File: config.mk
export PLATFORM = sky130hd
export DESIGN_NAME = controle_varredura
export DESIGN_NICKNAME = d
export VERILOG_FILES = /design/src/rtl/controle_varredura.sv
export SDC_FILE = /design/constraint.sdc
export NUM_CORES = 1
export LEC_CHECK = 0
export CAP_MARGIN = 40
export CORE_AREA = 8 8 74 89
export CTS_CLUSTER_DIAMETER = 80
export DETAILED_ROUTE_END_ITERATION = 16
export DIE_AREA = 0 0 82 97
export SLEW_MARGIN = 0
export SYNTH_ARGS = -nofsm -noshare
export SYNTH_HDL_FRONTEND = slang
export SYNTH_SLANG_ARGS = --single-unit
File: constraint.sdc
create_clock -name clock -period 3 [get_ports clock]
set_input_delay 0.6 -clock clock [delete_from_list [all_inputs] [get_ports clock]]
set_output_delay 0.6 -clock clock [all_outputs]
set_load 0.01 [all_outputs]
File: src/rtl/controle_varredura.sv
// Sweep controller: steps the servo through four positions in ping-pong order and,
// at each position, waits for the servo to settle, then requests and supervises one distance measurement.
module controle_varredura #(
    parameter int TEMPO_POSICAO = 100000000,
    parameter int TEMPO_TIMEOUT = 5000000
) (
    input  logic       clock,
    input  logic       reset,
    input  logic       ligar,
    input  logic       fim_medida,
    output logic [1:0] posicao,
    output logic       medir,
    output logic       pronto,
    output logic       timeout,
    output logic [2:0] db_estado
);

    localparam int TEMPO_MAX = (TEMPO_POSICAO > TEMPO_TIMEOUT) ? TEMPO_POSICAO : TEMPO_TIMEOUT;
    localparam int W_TIMER   = $clog2(TEMPO_MAX + 1);

    localparam logic [W_TIMER-1:0] FIM_ESPERA  = W_TIMER'(TEMPO_POSICAO - 1);
    localparam logic [W_TIMER-1:0] FIM_AGUARDA = W_TIMER'(TEMPO_TIMEOUT - 1);

    typedef enum logic [2:0] {
        INICIAL = 3'd0,
        PREPARA = 3'd1,
        ESPERA  = 3'd2,
        MEDE    = 3'd3,
        AGUARDA = 3'd4,
        PROXIMA = 3'd5
    } estado_t;

    estado_t              r_estado;
    estado_t              w_estado_prox;
    logic [W_TIMER-1:0]   r_timer;
    logic [W_TIMER-1:0]   w_timer_prox;
    logic [1:0]           r_posicao;
    logic [1:0]           w_posicao_prox;
    logic                 r_desce;
    logic                 w_desce_prox;
    logic                 w_medir;
    logic                 w_pronto;
    logic                 w_timeout;
    logic                 w_fim_espera;

    always_ff @(posedge clock or posedge reset) begin
        if (reset) begin
            r_estado  <= INICIAL;
            r_timer   <= '0;
            r_posicao <= 2'b00;
            r_desce   <= 1'b0;
        end else begin
            r_estado  <= w_estado_prox;
            r_timer   <= w_timer_prox;
            r_posicao <= w_posicao_prox;
            r_desce   <= w_desce_prox;
        end
    end

    always_comb begin
        w_estado_prox  = r_estado;
        w_timer_prox   = r_timer;
        w_posicao_prox = r_posicao;
        w_desce_prox   = r_desce;
        w_medir        = 1'b0;
        w_pronto       = 1'b0;
        w_timeout      = 1'b0;
        w_fim_espera   = 1'b0;

        case (r_estado)
            INICIAL: begin
                if (ligar) begin
                    w_estado_prox = PREPARA;
                end
            end

            PREPARA: begin
                w_timer_prox   = '0;
                w_posicao_prox = 2'b00;
                w_desce_prox   = 1'b0;
                w_estado_prox  = ESPERA;
            end

            ESPERA: begin
                if (r_timer == FIM_ESPERA) begin
                    w_timer_prox  = '0;
                    w_estado_prox = MEDE;
                end else begin
                    w_timer_prox = r_timer + 1'b1;
                end
            end

            MEDE: begin
                w_medir       = 1'b1;
                w_timer_prox  = '0;
                w_estado_prox = AGUARDA;
            end

            AGUARDA: begin
                // A result arriving on the expiry cycle still counts as a normal completion.
                if (fim_medida) begin
                    w_pronto     = 1'b1;
                    w_fim_espera = 1'b1;
                end else if (r_timer == FIM_AGUARDA) begin
                    w_timeout    = 1'b1;
                    w_fim_espera = 1'b1;
                end else begin
                    w_timer_prox = r_timer + 1'b1;
                end
                if (w_fim_espera) begin
                    w_timer_prox  = '0;
                    w_estado_prox = ligar ? PROXIMA : INICIAL;
                end
            end

            PROXIMA: begin
                w_timer_prox  = '0;
                w_estado_prox = ESPERA;
                if (!r_desce) begin
                    if (r_posicao == 2'b11) begin
                        w_desce_prox   = 1'b1;
                        w_posicao_prox = 2'b10;
                    end else begin
                        w_posicao_prox = r_posicao + 2'b01;
                    end
                end else begin
                    if (r_posicao == 2'b00) begin
                        w_desce_prox   = 1'b0;
                        w_posicao_prox = 2'b01;
                    end else begin
                        w_posicao_prox = r_posicao - 2'b01;
                    end
                end
            end

            default: begin
                w_estado_prox = INICIAL;
            end
        endcase

        // Dropping ligar aborts at once, except that an outstanding measurement is allowed to finish.
        if (!ligar && (r_estado != AGUARDA)) begin
            w_estado_prox = INICIAL;
            w_medir       = 1'b0;
        end

        if (w_estado_prox == INICIAL) begin
            w_timer_prox   = '0;
            w_posicao_prox = 2'b00;
            w_desce_prox   = 1'b0;
        end
    end

    assign posicao   = r_posicao;
    assign medir     = w_medir;
    assign pronto    = w_pronto;
    assign timeout   = w_timeout;
    assign db_estado = r_estado;

endmodule

==> flow_metrics.tcl <==
set metrics [dict create \
    placementRows 29 \
    clk-insertion-delay-late_ns 0.28 \
    cap_violations 0 \
    start_util 0.390 \
    vdd_ir_drop_max_uv 254 \
    grt.overflow.total 0 \
    path_clk_slew_ns 0.07 \
    grt.total_usage 0.133 \
    synth-seq-cells 33 \
    cts_tree "yes" \
    final_layout_size_suffix_gt1_frac 0.129 \
    hp-class "flip-flop to flip-flop" \
    layout_common_cells "33 x dfrtp_1, 24 x nand2_1, 17 x o21ai_0" \
    pin_count 12 \
    synth_seq_area_share 0.411 \
    yosys_warnings 0 \
    crit_path_top_delay_cell "clkdlybuf4s50_1" \
    post-route-period-util 0.936 \
    syn_inst 225 \
    worstMarginPinSlew_ns 0.570 \
    finalWirelength_um 4820 \
    reg2reg_slack_ns 0.67 \
    r2r-start "r_timer[0]" \
    min_from "r_timer[26]" \
    design_area_um2 2290 \
    core_um2 5150 \
    clockBufferDepth 2 \
    start_kind "flip-flop" \
    die_y_um 97 \
    cts_sinks 33 \
    yosysTopAreaCellShare 0.411 \
    critPathArrivalTime_ns 2.21 \
    avgSynthCellArea_um2 8.92 \
    fillers 530 \
    grt_pass1_wl_um 8450 \
    wire_per_inst_um 15.9 \
    power_density_nw_per_um2 433 \
    nets 246 \
    outcome "complete, no violations" \
    first_pass_iters 4 \
    place_congestion 0.810 \
    synth_area_um2 2010 \
    r2r_cells 7 \
    cp-startpoint "r_timer[0]" \
    crit_required_ns 2.40 \
    final.setup.worst_slack_ns 0.192 \
    synth_ff_type "dfrtp_1" \
    p_leak_nw 0.901 \
    final-setup-viol-count 0 \
    antenna_found_initial 0 \
    fmax_mhz 356 \
    rsz0062_at_grt "false" \
    endpoint_kind "primary output" \
    chipWidth_um 82 \
    synth.net_count 230 \
    post-place-ws_ns 0.262 \
    n_antenna_cell 0 \
    critPathMaxFanout 5 \
    fin_crit_ns 2.81 \
    hold_end "r_timer[26]" \
    yosys.area.top_type "dfrtp_1" \
    port_buffers 11 \
    final_antenna_net_count 0 \
    numCtsBuffers 5 \
    synth_cell_type_count 53 \
    drc 0 \
    syn_to_final_growth_pct 14.0 \
    critPathBufInv 1 \
    synth_edf_count 0 \
    vias 1775 \
    worstSetupPathType "flip-flop to primary output" \
    drv_slew 0 \
    post-cts-setup-buffers 0 \
    critPathMaxStageDelay_ns 0.59 \
    fin_worst_skew_ns 0.00444 \
    timing.rr.end "r_timer[26]" \
    ys_top_cells_by_area "dfrtp_1 41%, a31oi_1 4.7%, nand2_1 4.5%" \
    drtIter0Drc 87 \
    grt_max_degree 34 \
    min_path_cells 1 \
    final_common_cell "dfrtp_1" \
    hpwl_um 3350 \
    maxSlewHeadroom 0.619 \
    routed_via_density 5.86 \
    cts-root-buf "clkbuf_8" \
    htreeDepth 2 \
    crit_family "simple AND/OR/NAND/NOR gates" \
    hold_viol_final 0 \
    final_util 0.444 \
    grt_pass1_vias 1713 \
    dieArea_um2 7950 \
    fin_tns_setup_ns 0 \
    place_area_um2 2200 \
    async_flop_share 1.00 \
    path_cells "ha_1 > and4_4 > nand2_2 > nor4_2 > clkdlybuf4s50_1" \
]
==> layout make-up <==
| cell class | instances | area (um2) | share of cell area |
|---|---|---|---|
| multi-input combinational | 178 | 1120 | 0.490 |
| inverter | 6 | 22.5 | 0.00984 |
| tap | 62 | 77.6 | 0.0339 |
| timing repair buffer | 17 | 155 | 0.0678 |
| sequential | 33 | 826 | 0.361 |
| clock buffer | 7 | 86.3 | 0.0377 |
==> cells by family (layout without fill, tap and decap cells) <==
kind of cell | after synthesis | in the layout | share of synthesized area
compound gates | 66 | 66 | 0.206
fa+ha+maj | 1 | 1 | 0.00623
xor+xnor | 7 | 7 | 0.0305
buf+inv | 14 | 30 | 0.0362
mux | 1 | 1 | 0.00499
simple gates | 103 | 103 | 0.305
flops | 33 | 33 | 0.411
==> power breakdown <==
part | switching, mW | internal [mW] | leakage (nW) | total (mW)
Sequential | 0.0153 | 0.454 | 0.459 | 0.469
Clock | 0.163 | 0.182 | 0.0443 | 0.345
Combinational | 0.109 | 0.0665 | 0.398 | 0.176
==> worst register-to-register path: cells and delay by family (launching register included) <==
| kind | cells | cell delay (ns) |
|---|---|---|
| fa+ha+maj | 1 | 0.25 |
| simple gates | 4 | 0.94 |
| compound gates | 2 | 0.58 |
| flops | 1 | 0.41 |
==> timing repair <==
action,4_1_cts,5_1_grt
hold buffers,0,0
endpoints found under the setup margin,0,1
resized for setup,0,1
==> stage by stage <==
| step | power, mW | hold WS [ns] | std cells |
|---|---|---|---|
| 2_1_floorplan | 0.594 | 0.465 | 225 |
| 3_3_place_gp | 0.655 | 0.496 | 296 |
| 3_5_place_dp | 0.655 | 0.504 | 296 |
| 4_1_cts | 0.999 | 0.513 | 303 |
| 5_1_grt | 1.04 | 0.533 | 303 |
| 6_report | 0.991 | 0.519 | 303 |
==> Yosys cell counts (all sizes together), types with 4 or more instances <==
library cell,number
nor2,12
nand3,10
inv,6
dfrtp,33
nor3,12
nand2,26
buf,4
and3,4
o21ai,19
nand2b,6
a21oi,12
or3,5
a31oi,15
nand4,9
clkbuf,4
xor2,5
==> worst max path at each step <==
stage / endpoint / slack (ns) / cells past startpoint
6_report: timeout / 0.19 / 5
5_1_grt: timeout / 0.03 / 5
4_1_cts: timeout / 0.14 / 5
3_5_place_dp: timeout / 0.26 / 5
3_3_place_gp: timeout / 0.23 / 5
2_1_floorplan: timeout / 1.02 / 4
==> metal layers <==
layer	vias up	global-route usage	part of all wire
li1	873	-	-
met1	879	0.175	0.47
met2	17	0.202	0.49
met3	6	0.0278	0.031
met4	0	0.0542	0.012
met5	-	0	0
==> flip-flops by register name, summed over array words and instances, names as in the netlist <==
name / cells
r_desce: 1
r_timer: 27
db_estado: 3
posicao: 2
Power figures use the tool's default switching activity.
